$ cat src/rtl/ace_fetch_pcgen.sv
// ace_fetch_pcgen: next-fetch-PC controller for the two-stage (f0/f1) fetch pipeline.
// Ports:
//   clock, reset_n                     core clock, asynchronous active-low reset
//   flush_rt_i / flush_pc_rt_i         retire flush request and target
//   override_vld_f1_i / override_pc_f1_i  f1 redirect request and target
//   nxt_pc_f0_i                        f0 predicted next PC
//   icache_stall_i, instbuf_full_i, bob_stall_i  back-pressure sources
//   pc_f0_o, pc_f1_o, pc_vld_f0_o, pc_vld_f1_o   stage PCs and valids
//   icache_req_o, kill_f0_o            icache lookup request, f0 squash
//   state_o, stall_cnt_o, redirect_cnt_o  FSM state and saturating counters
module ace_fetch_pcgen #(
    parameter logic [63:0] RESET_PC    = 64'h0,
    parameter int          FETCH_BYTES = 32
) (
    input  logic        clock,
    input  logic        reset_n,
    input  logic        flush_rt_i,
    input  logic [63:0] flush_pc_rt_i,
    input  logic        override_vld_f1_i,
    input  logic [63:0] override_pc_f1_i,
    input  logic [63:0] nxt_pc_f0_i,
    input  logic        icache_stall_i,
    input  logic        instbuf_full_i,
    input  logic        bob_stall_i,
    output logic [63:0] pc_f0_o,
    output logic [63:0] pc_f1_o,
    output logic        pc_vld_f0_o,
    output logic        pc_vld_f1_o,
    output logic        icache_req_o,
    output logic        kill_f0_o,
    output logic [1:0]  state_o,
    output logic [31:0] stall_cnt_o,
    output logic [15:0] redirect_cnt_o
);
    typedef enum logic [1:0] {IDLE = 2'b00, RUN = 2'b01, STALL = 2'b10, FLUSH = 2'b11} state_t;

    if (RESET_PC[1:0] != 2'b00 || FETCH_BYTES != 32) begin : g_bad_param
        $error("ace_fetch_pcgen: RESET_PC must be 4-byte aligned and FETCH_BYTES must be 32");
    end

    state_t      st, nst;
    logic [63:0] pc_f0, pc_f1, npc_f0, npc_f1;
    logic        vld_f0, vld_f1, nvld_f0, nvld_f1;
    logic [31:0] stall_cnt, nstall_cnt;
    logic [15:0] redirect_cnt, nredirect_cnt;
    logic        hold, ovr;

    assign hold = icache_stall_i | instbuf_full_i | bob_stall_i;
    // An override from an empty f1 slot is stale and must not redirect.
    assign ovr  = override_vld_f1_i & vld_f1;

    always_comb begin
        nst           = st;
        npc_f0        = pc_f0;
        npc_f1        = pc_f1;
        nvld_f0       = vld_f0;
        nvld_f1       = vld_f1;
        nstall_cnt    = stall_cnt;
        nredirect_cnt = redirect_cnt;
        if (flush_rt_i) begin
            npc_f0  = {flush_pc_rt_i[63:2], 2'b00};
            nvld_f0 = 1'b1;
            nvld_f1 = 1'b0;
            nst     = FLUSH;
        end else if (st == IDLE) begin
            nvld_f0 = 1'b1;
            nst     = RUN;
        end else if (st == FLUSH) begin
            nst = RUN;
        end else if (hold) begin
            // f1 is frozen too, so a pending override survives until hold drops.
            nst        = STALL;
            nstall_cnt = (stall_cnt == '1) ? stall_cnt : stall_cnt + 32'd1;
        end else if (ovr) begin
            npc_f0        = {override_pc_f1_i[63:2], 2'b00};
            nvld_f0       = 1'b1;
            nvld_f1       = 1'b0;
            nredirect_cnt = (redirect_cnt == '1) ? redirect_cnt : redirect_cnt + 16'd1;
            nst           = RUN;
        end else begin
            npc_f1  = pc_f0;
            nvld_f1 = vld_f0;
            npc_f0  = nxt_pc_f0_i;
            nvld_f0 = 1'b1;
            nst     = RUN;
        end
    end

    always_ff @(posedge clock or negedge reset_n) begin
        if (!reset_n) begin
            st           <= IDLE;
            pc_f0        <= RESET_PC;
            pc_f1        <= '0;
            vld_f0       <= 1'b0;
            vld_f1       <= 1'b0;
            stall_cnt    <= '0;
            redirect_cnt <= '0;
        end else begin
            st           <= nst;
            pc_f0        <= npc_f0;
            pc_f1        <= npc_f1;
            vld_f0       <= nvld_f0;
            vld_f1       <= nvld_f1;
            stall_cnt    <= nstall_cnt;
            redirect_cnt <= nredirect_cnt;
        end
    end

    assign pc_f0_o        = pc_f0;
    assign pc_f1_o        = pc_f1;
    assign pc_vld_f0_o    = vld_f0;
    assign pc_vld_f1_o    = vld_f1;
    assign state_o        = st;
    assign stall_cnt_o    = stall_cnt;
    assign redirect_cnt_o = redirect_cnt;
    assign icache_req_o   = vld_f0 & (st == RUN | st == STALL) & ~flush_rt_i;
    // Gated by reset_n so the squash stays low while the block is held in reset.
    assign kill_f0_o      = reset_n & (flush_rt_i | (ovr & ~hold));
endmodule
$ cat config.mk
export PLATFORM = sky130hd
export DESIGN_NAME = ace_fetch_pcgen
export DESIGN_NICKNAME = d
export VERILOG_FILES = /design/src/rtl/ace_fetch_pcgen.sv
export SDC_FILE = /design/constraint.sdc
export NUM_CORES = 1
export LEC_CHECK = 0
export ABC_AREA = 1
export CAP_MARGIN = 10
export CORE_MARGIN = 2
export CORE_UTILIZATION = 40
export CTS_CLUSTER_SIZE = 14
export DETAILED_ROUTE_END_ITERATION = 6
export GPL_TIMING_DRIVEN = 0
export PLACE_DENSITY = 0.76
export SYNTH_ARGS = -nofsm -noshare
export SYNTH_HDL_FRONTEND = slang
export SYNTH_SLANG_ARGS = --single-unit
export TNS_END_PERCENT = 1
$ cat constraint.sdc
create_clock -name clock -period 4.25 [get_ports clock]
set_clock_uncertainty 0.2 [all_clocks]
set_input_delay 1.275 -clock clock [delete_from_list [all_inputs] [get_ports clock]]
set_output_delay 1.275 -clock clock [all_outputs]
set_load 0.02 [all_outputs]
Yosys cells after proc, flatten, opt, wreduce, memory -nomap -nowiden
Index checks and enable logic that the tools add are counted.
Word-level totals
  bits in registers: 180
  logic and storage cells: 59
Cells by class
  add/subtract/negate cells: 2
  eq/ne operators: 10
  muxes and demuxes: 18
  bitwise gates (word level): 16
  reductions and logical operators: 6
Operator list (count)
  64-bit two-way mux: 5
  32-bit by 1-bit adder with 32-bit output (second input constant): 1
  32-bit equality test (second input constant): 1
  16-bit by 1-bit adder with 16-bit output (second input constant): 1
  16-bit equality test (second input constant): 1
  5-bit AND reduction: 2
  1-bit two-way mux: 9
  2-bit two-way mux: 4
  1-bit NOT: 7
  2-bit != test (second input constant): 3
  6-bit AND reduction: 1
  1-bit AND: 5
  2-bit equality test (second input constant): 2
  1-bit bitwise OR: 4
  3-bit by 2-bit != test with 1-bit output (second input constant): 1
  3-bit != test (second input constant): 1
  3-bit AND reduction: 1
  2-bit by 1-bit equality test with 1-bit output (second input constant): 1
  2-bit logical NOT: 1
  2-bit AND reduction: 1

Depth between registers and ports, before layout
Gate-level depths: netlist of run 1.
  depth in word-level cells: 6
  depth in mapped cells: 11
  mapped depth without buffers: 10

Least setup slack after synthesis of run 1
OpenSTA, ideal clock, no wires.
  path type: input port to output port
  start: input instbuf_full_i
  end: output kill_f0_o
  arrival: 1.980 ns
  data required time: 2.775 ns
  setup slack: 0.795 ns
  cell stages on the path: 5
  cell sequence: nor2_1 -> nand2_1 -> nand2_1 -> nand2_1 -> nor2_1
Between the ends
  longest elaborated chain between the ends: 6
Ends and longest elaborated chain
  start, declared: RTL line 23  | input logic instbuf_full_i,
  1-bit bitwise OR (2 in a row): RTL line 48  | assign hold = icache_stall_i | instbuf_full_i | bob_stall_i;
  1-bit NOT (no source line)
  1-bit AND: RTL line 118  | assign kill_f0_o = reset_n & (flush_rt_i | (ovr & ~hold));
  1-bit bitwise OR: RTL line 118
  1-bit AND: RTL line 118
  end, declared: RTL line 30  | output logic kill_f0_o,
No other way between the ends.

Worst setup path in the final report of run 1
Same ends and word-level chain as after synthesis.

==> results of run 1 <==
[where the power goes]
part	total (mW)	switching (mW)	internal [mW]
logic	2.02	1.09	0.929
registers	2.26	0.218	2.04
clock network	1.66	0.712	0.950
[layer usage]
layer	vias to the layer above	global-route usage [%]
met4	0	8.912
met2	370	49.41
met5	-	0
li1	4672	-
met1	4593	36.31
met3	56	7.270
[through the flow]
stage / setup WS, ns / cells / TNS, ns
after floorplan: 0.7946 / 1206 / 0
after global placement: -6.178 / 1867 / -1029.84
after detailed placement: -0.5186 / 1868 / -0.5186
after CTS: 0.01770 / 1900 / 0
after global routing: 0.02263 / 1901 / 0
final: 0.08093 / 1901 / 0
[final cells by class]
type | instances | area share [%]
Sequential cell | 180 | 32.19
Antenna cell | 1 | 0.01788
Inverter | 111 | 2.977
Clock inverter | 13 | 1.234
Clock buffer | 18 | 3.138
Timing Repair Buffer | 378 | 27.39
Multi-Input combinational cell | 855 | 28.59
Tap cell | 285 | 2.548
Buffer | 60 | 1.922
[cell usage after synthesis]
master	count	area [sq um]
ha_1	4	50.05
buf_6	2	22.52
nand3b_1	2	15.01
nor3_1	2	10.01
inv_1	105	394.1
inv_2	6	22.52
o21ai_0	125	625.6
o21ai_4	1	16.27
a21oi_1	1	5.000
nand3_1	94	470.5
o21ai_1	14	70.07
nand2_2	1	6.260
xnor2_1	15	131.4
buf_1	1	3.750
clkbuf_1	34	127.6
nor2_4	3	33.78
nor3_2	1	10.01
nand3_2	1	10.01
dfrtp_1	180	4504
nand4_1	6	37.54
buf_2	23	115.1
nor2_2	1	6.260
xor2_1	9	78.83
nand2_1	439	1648
nor2_1	71	266.5
o211ai_1	62	465.5
nand2_4	3	33.78
[path summary, 6_finish.rpt]
kind | endpoint | slack [ns] | cells past startpoint
min reg2reg | pc_f1_o[26] | 0.28 | 2
max reg2reg | pc_f0_o[61] | 1.83 | 9
min in group asynchronous | stall_cnt_o[3] | 0.56 | 1
min | pc_f1_o[26] | 0.28 | 2
max in group asynchronous | redirect_cnt_o[10] | 2.44 | 2
max | kill_f0_o | 0.08 | 7
[sequential cells by signal, summed over array words and instances (netlist names)]
register        cells
pc_f0_o            64
pc_f1_o            64
stall_cnt_o        32
redirect_cnt_o     16
state_o             2
pc_vld_f0_o         1
pc_vld_f1_o         1
[timing repair]
item,CTS,global route
resized for setup,5,2
setup buffers,0,0
gates cloned,1,0
setup endpoints to repair,1,1
endpoints found under the hold margin,0,0
[cells by family after synthesis]
group | Yosys count
compound gates | 203
flops | 180
buf+inv | 171
simple gates | 624
xor+xnor | 24
fa+ha+maj | 4
[worst max-delay path: cells and delay by family]
kind | cells | cell delay, ns
AND/OR/NAND/NOR | 5 | 0.66
buffers and inverters | 2 | 0.74
[cells in the final DEF (no fill, tap or decap), types with 6 or more instances in the layout]
cell	netlist	routed
inv_1	105	105
o21ai_1	14	14
clkbuf_1	34	34
o211ai_1	62	62
nand2_1	439	438
xnor2_1	15	15
nand4_1	6	6
xor2_1	9	9
buf_2	23	23
clkbuf_16	0	17
inv_2	6	6
nand3_1	94	94
nor2_1	71	70
o21ai_0	125	125
clkdlybuf4s50_1	0	373
dfrtp_1	180	180
==> flow_summary.ini, run 1 <==
[yosys]
avgSynthCellArea_sq_um = 7.612
synth_adder_area_share_pct = 0.5452
synth-xor-area-share_pct = 2.290
syn_area_sq_um = 9180
yosys.area_share.simple_pct = 27.75
synth-seq-cells = 180
synth_cell_types = 27
synth_mux_area_share_pct = 0
syn_nets = 1409
syn_inst = 1206
synth_compound_area_share_pct = 12.88
synth_top_family_by_area = simple AND/OR/NAND/NOR gates
yosysWarnings = 0
ys_seq_area_share_pct = 49.07

[run]
drv_cap = 0

[detailed_routing]
post_drt_via_cell_ratio = 5.098
drt_wl_total_um = 35560
wl_met1_um = 14530
routed.top_layer = met4
vias = 9691
dr_wl_met2_um = 17270
drc_errors = 0
wl_per_cell_um = 18.70
wl_met3_um = 2829
drt_iter0_markers = 750
antenna_left = 0
drt_first_pass_iters = 5

[worst_setup_path]
path_cells = clkdlybuf4s50_1 > nor2_4 > nand2_2 > nand2_1 > nand2_1 > nor2_1 > clkdlybuf4s15_2
cp.required_ns = 2.77
crit_arrival_ns = 2.69
crit_path_max_fanout = 5
critical_path_class = in2out
max_stage_delay_ns = 0.45
r2r-start = state_o[0]
crit_path_start_kind = primary input
end_kind = primary output
slowest_stage = clkdlybuf4s50_1
crit_top_cell = nand2_1
crit_path_start = instbuf_full_i

[timing]
post-route-min-period_ns = 4.169
slew_headroom_pct = 47.69
timing.final.crit_share_pct = 98.10
timing.fmax_ghz = 0.2399
hold_ws_ns = 0.2845
worst_slew_pin_slew_ns = 0.7847
hold_violations = 0
rsz0062_at_grt = no
final-max-slew-violation-count = 0
finalSetupViolCount = 0

[clocking]
cts_buffers = 17
cts.sinks = 180
clockBufferDepth = 2
ctsRootBufferMaster = clkbuf_16
cts-hold-fix-buffers = 0
cts_max_level = 4
clk_pin_slew_ns = 0.07
clock_latency_ns = 0.43
cts_tree = built

[layout]
fillers = 2060
multi_input_area_sq_um = 4000
nets = 1806
drive_above_1_share_pct = 4.892
seq_area_sq_um = 4504
final_core_util_pct = 62.00
design_area_sq_um = 13990
area_delta_synth_final_pct = 52.43

[floorplanning]
ios = 381
initial_utilization_pct = 40.67
die-area_sq_um = 24180
die_h_um = 155.5
die_x_um = 155.5
coreArea_sq_um = 22570
std_cell_rows = 55

[hold_path]
min-delay-path-class = reg2reg
hp-start = pc_f1_o[26]

[power]
vdd_ir_drop_max_mv = 0.3131
finalPower_mw = 5.936
power.density_nw_per_um2 = 424.2
leakagePower_nw = 6.155

[global_routing]
grt_usage_pct = 28.97
antenna_found_initial = 1
grt_max_degree = 63
overflow = 0
grt_pass1_vias = 9217
grt_pass1_wl_um = 52980

[placed_design]
placed_area_sq_um = 13330
hpwl_um = 27810
gp_congestion = 0.9355
port_buffers = 376

[outcome]
outcome = finished, final reports clean
Note: power is estimated with default switching activity, not from simulation.
==> run 2: changes to the inputs <==
--- a/config.mk
+++ b/config.mk
@@ -13,6 +13,7 @@
 export DETAILED_ROUTE_END_ITERATION = 6
 export GPL_TIMING_DRIVEN = 0
 export PLACE_DENSITY = 0.76
+export SLEW_MARGIN = 20
 export SYNTH_ARGS = -nofsm -noshare
 export SYNTH_HDL_FRONTEND = slang
 export SYNTH_SLANG_ARGS = --single-unit
==> run 2 against run 1 <==
Against the previous run:
- via count up 0.76%
- utilization about the same
- combinational power about the same
- sequential share of layout area about the same
- count of clock-buffer cells in the layout up 1
- final cell count up 0.11%
- global-route usage down 0.11 points
- sequential power about the same
- hold slack better by 0.0015 ns
- critical path type unchanged
- die area unchanged
- register-to-register slack about the same
- critical path depth unchanged
- largest cell class unchanged
==> flow_summary.ini, run 2 (synthesized netlist as in run 1, its figures left out) <==
[layout]
finalNonFillerCells = 1903
drive_above_1_share_pct = 4.889
nets = 1806
final_core_util_pct = 61.99
fillers = 2020
area_delta_synth_final_pct = 52.42
mostFrequentLayoutCell = nand2_1
final_cell_mix = nand2_1 (438), clkdlybuf4s50_1 (373), dfrtp_1 (180)

[worst_setup_path]
reg2reg_slack_ns = 1.82
slowest_stage = clkdlybuf4s50_1
path_cells = clkdlybuf4s50_1 > nor2_4 > nand2_2 > nand2_1 > nand2_1 > nor2_1 > clkdlybuf4s15_2
crit_path_start = instbuf_full_i
r2r-end = pc_f0_o[61]
critical_path_class = in2out
cp_top_family = buffers and inverters
crit_path_max_fanout = 5
crit_arrival_ns = 2.68
crit_path_start_kind = primary input
end_kind = primary output
worstSetupEndpoint = kill_f0_o
rr_worst_depth = 9
cp.depth = 7
crit_top_cell = nand2_1
max_stage_delay_ns = 0.45
worst-path-buf-inv = 2
r2r-start = state_o[0]
cp.required_ns = 2.77

[floorplanning]
coreArea_sq_um = 22570
die_x_um = 155.5
std_cell_rows = 55
ios = 381
die-area_sq_um = 24180
initial_utilization_pct = 40.67
die_h_um = 155.5

[detailed_routing]
vias = 9765
routed.top_layer = met4
wl_per_cell_um = 18.58
dr_wl_met2_um = 16990
wl_met1_um = 14300
wl_met3_um = 2857
antenna_left = 0
drc_errors = 0
drt_first_pass_iters = 5
drt_wl_total_um = 35360
drt_iter0_markers = 644
post_drt_via_cell_ratio = 5.131

[clocking]
ctsRootBufferMaster = clkbuf_16
cts_setup_buffers = 0
cts-hold-fix-buffers = 0
cts_buffers = 17
cts_max_level = 4
clk_pin_slew_ns = 0.07
cts.sinks = 180
clock_latency_ns = 0.43
clockBufferDepth = 2
cts_tree = built

[placed_design]
port_buffers = 376
gp_congestion = 0.9355
hpwl_um = 28030
dpl.cell_count = 1869

[power]
leakagePower_nw = 6.153
power.density_nw_per_um2 = 423.4
vdd_ir_drop_max_mv = 0.2591

[timing]
hold_violations = 0
timing.fmax_ghz = 0.2404
rsz0062_at_grt = no
worst_slew_pin_slew_ns = 0.7223
finalSetupViolCount = 0
timing.final.crit_share_pct = 97.86
tns_ns = 0
final-max-slew-violation-count = 0
post-route-min-period_ns = 4.159
slew_headroom_pct = 51.85

[outcome]
outcome = finished, final reports clean

[global_routing]
grt_pass1_wl_um = 52700
grt_pass1_vias = 9252
antenna_found_initial = 2
grt_usage_pct = 28.86
grt_max_degree = 85
overflow = 0

[run]
drv_cap = 0

[hold_path]
min-delay-path-class = reg2reg
hp-start = pc_f1_o[37]
==> run 2: repair_timing <==
action,4_1_cts,5_1_grt
pin swaps,0,0
gates resized for setup,5,2
endpoints found under the setup margin,1,1
cloned,0,0
endpoints found under the hold margin,0,0
==> run 2: worst min-delay path by stage <==
| stage | end | slack (ns) | cells after the start |
|---|---|---|---|
| floorplan | pc_f1_o[48] | 0.39 | 2 |
| global placement | pc_f1_o[26] | 0.27 | 2 |
| detailed placement | pc_f1_o[26] | 0.27 | 2 |
| CTS | pc_f1_o[6] | 0.29 | 2 |
| global route | pc_f1_o[26] | 0.30 | 2 |
| finish | pc_f1_o[37] | 0.29 | 2 |
==> run 2: worst min-delay path, cell delays in order (launching register included) <==
cell	delay (ns)
dfrtp_1	0.34
nand2_1	0.05
o21ai_0	0.06
==> run 2: area by class of cell <==
class | count | area, sq um | area share (%)
inverter | 111 | 416.7 | 2.978
timing repair buffer | 378 | 3827 | 27.35
antenna | 2 | 5.005 | 0.03577
clock inverter | 13 | 170.2 | 1.216
clock buffer | 19 | 442.9 | 3.166
sequential | 180 | 4504 | 32.19
tap | 285 | 356.6 | 2.549
buffer | 60 | 269.0 | 1.923
multi-input combinational | 855 | 4000 | 28.59
==> run 2: power by group <==
group	internal, mW	switching (mW)
clock network	0.952	0.697
logic	0.928	1.09
registers	2.04	0.217
==> run 2: routing by layer <==
metal  vias to the layer above  GRT usage [%]
li1                       4680              -
met1                      4620          35.79
met2                       401          48.23
met3                        64          7.298
met4                         0          11.75
met5                         -              0
==> run 2: through the flow <==
| stage | hold WS, ns | setup slack (ns) | power, mW | instance area, sq um |
|---|---|---|---|---|
| floorplan | 0.3901 | 0.7946 | 3.124 | 9180 |
| global placement | 0.2651 | -6.178 | 4.260 | 13300 |
| detailed placement | 0.2719 | -0.5060 | 4.297 | 13360 |
| CTS | 0.2890 | 0.005622 | 5.966 | 13980 |
| global route | 0.3036 | 0.01469 | 6.201 | 13990 |
| finish | 0.2861 | 0.09081 | 5.924 | 13990 |
==> run 3: changes to the inputs <==
--- a/config.mk
+++ b/config.mk
@@ -11,7 +11,6 @@
 export CORE_UTILIZATION = 40
 export CTS_CLUSTER_SIZE = 14
 export DETAILED_ROUTE_END_ITERATION = 6
-export GPL_TIMING_DRIVEN = 0
 export PLACE_DENSITY = 0.76
 export SLEW_MARGIN = 20
 export SYNTH_ARGS = -nofsm -noshare
==> run 3 against run 2 <==
Against the previous run:
- the run now ends with design-rule violations left
- sequential share of layout area up 0.31 points
- largest cell class unchanged
- largest power group unchanged
- final cell count fell by 2.2%
- critical endpoint unchanged
- critical path depth unchanged
- sequential cell count unchanged
- global-route usage decreased by 3.4 points
==> flow_summary.ini, run 3 (synthesized netlist as in run 1, its figures left out) <==
[worst_setup_path]
crit_path_start = instbuf_full_i
r2r-start = pc_vld_f1_o
max_stage_delay_ns = 0.40
cp.required_ns = 2.77
end_kind = primary output
crit_top_cell = nand2_1
critical_path_class = in2out
path_cells = clkdlybuf4s50_1 > nor2_1 > nand2_1 > nand2_1 > nand2_1 > nor2_1 > dlygate4sd2_1
reg2reg_slack_ns = 1.73
slowest_stage = clkdlybuf4s50_1
worst-path-buf-inv = 2
crit_path_max_fanout = 2
crit_path_start_kind = primary input
cp_top_family = buffers and inverters
crit_arrival_ns = 2.64

[timing]
setup_slack_ns = 0.1315
hold_violations = 0
timing.final.crit_share_pct = 96.91
timing.fmax_ghz = 0.2428
final-max-slew-violation-count = 0
worst_slew_pin_slew_ns = 0.9758
tns_ns = 0
post-route-min-period_ns = 4.118
slew_headroom_pct = 34.95
finalSetupViolCount = 0
rsz0062_at_grt = no

[global_routing]
grt_usage_pct = 25.43
antenna_found_initial = 2
grt_pass1_wl_um = 47800
grt_max_degree = 181
grt_pass1_vias = 8724
overflow = 0

[clocking]
clock_latency_ns = 0.43
cts_max_level = 4
cts_resized = 1
clk_pin_slew_ns = 0.07
cts_buffers = 17
cts_setup_buffers = 0
ctsRootBufferMaster = clkbuf_16
cts_tree = built
cts-hold-fix-buffers = 0
clockBufferDepth = 2
cts.sinks = 180

[layout]
multi_input_area_sq_um = 4001
fillers = 2032
drive_above_1_share_pct = 4.569
mostFrequentLayoutCell = nand2_1
final_cell_mix = nand2_1 (439), clkdlybuf4s50_1 (373), dfrtp_1 (180)
nets = 1766
area_delta_synth_final_pct = 50.99
seq_area_sq_um = 4504

[floorplanning]
coreArea_sq_um = 22570
die_h_um = 155.5
initial_utilization_pct = 40.67
std_cell_rows = 55
ios = 381
die-area_sq_um = 24180
die_x_um = 155.5

[detailed_routing]
post_drt_via_cell_ratio = 4.999
drt_first_pass_iters = 7
antenna_left = 0
drt_wl_total_um = 31490
vias = 9309
drt_iter0_markers = 801
drc_errors = 1
wl_per_cell_um = 16.91

[placed_design]
dpl_worst_slack_ns = -0.1399
hpwl_um = 23330
port_buffers = 376
gp_congestion = 0.9095

[hold_path]
hp-start = pc_f1_o[42]
min-delay-path-class = reg2reg

[outcome]
outcome = complete, but fails checks
violations = design-rule violations

[power]
power.density_nw_per_um2 = 415.4
vdd_ir_drop_max_mv = 0.2495
leakagePower_nw = 6.121

[run]
drv_cap = 0
-- run 3: cell count changes in the layout (fill, tap and decap cells not counted), moves of 4 or more --
cell	delta
clkbuf_1	-34
buf_2	-23
buf_4	+16
buf_12	+6
clkinv_4	+4
-- run 3: final timing paths --
kind | depth (start not counted) | to
min in group asynchronous | 2 | redirect_cnt_o[15]
max in group asynchronous | 2 | pc_f1_o[42]
worst min register to register | 2 | pc_f1_o[42]
worst max-delay path | 7 | kill_f0_o
worst min-delay path | 2 | pc_f1_o[42]
worst max register to register | 8 | pc_f0_o[41]
-- run 3: power breakdown --
group          leakage (nW)  switching (mW)  total, mW  internal [mW]
Combinational          3.55            1.06       1.98          0.924
Clock                 0.276           0.746       1.53          0.780
Sequential             2.30           0.209       2.25           2.04
-- run 3: area by class of cell --
class,count,share of cell area [%]
Antenna cell,1,0.01805
Clock buffer,18,3.096
Clock inverter,14,1.002
Inverter,111,3.024
Multi-Input combinational cell,855,28.87
Sequential cell,180,32.50
Tap cell,285,2.573
Timing Repair Buffer,398,28.92
-- run 3: routing by layer --
metal / global-route usage, % / vias to the layer above / routed length (um)
met5: 0 / - / 0
met4: 8.869 / 0 / 794
met3: 6.936 / 44 / 2537
met2: 41.51 / 354 / 15030
met1: 32.68 / 4329 / 13120
li1: - / 4582 / -
-- run 3: metrics by stage --
step | power (mW) | cell area, sq um | cells | util (%) | hold slack, ns
3_3_place_gp | 4.228 | 13290 | 1829 | 58.87 | 0.2660
3_5_place_dp | 4.265 | 13290 | 1829 | 58.87 | 0.2723
4_1_cts | 5.808 | 13860 | 1861 | 61.39 | 0.2895
2_1_floorplan | 3.124 | 9180 | 1206 | - | 0.3901
5_1_grt | 6.055 | 13860 | 1861 | 61.40 | 0.3107
6_report | 5.757 | 13860 | 1862 | 61.41 | 0.2849
-- run 3: tightest hold or removal path, stage by stage, from the launching register on --
cell and delay (ns):
dfrtp_1 0.34, nand2_1 0.05, o21ai_0 0.06
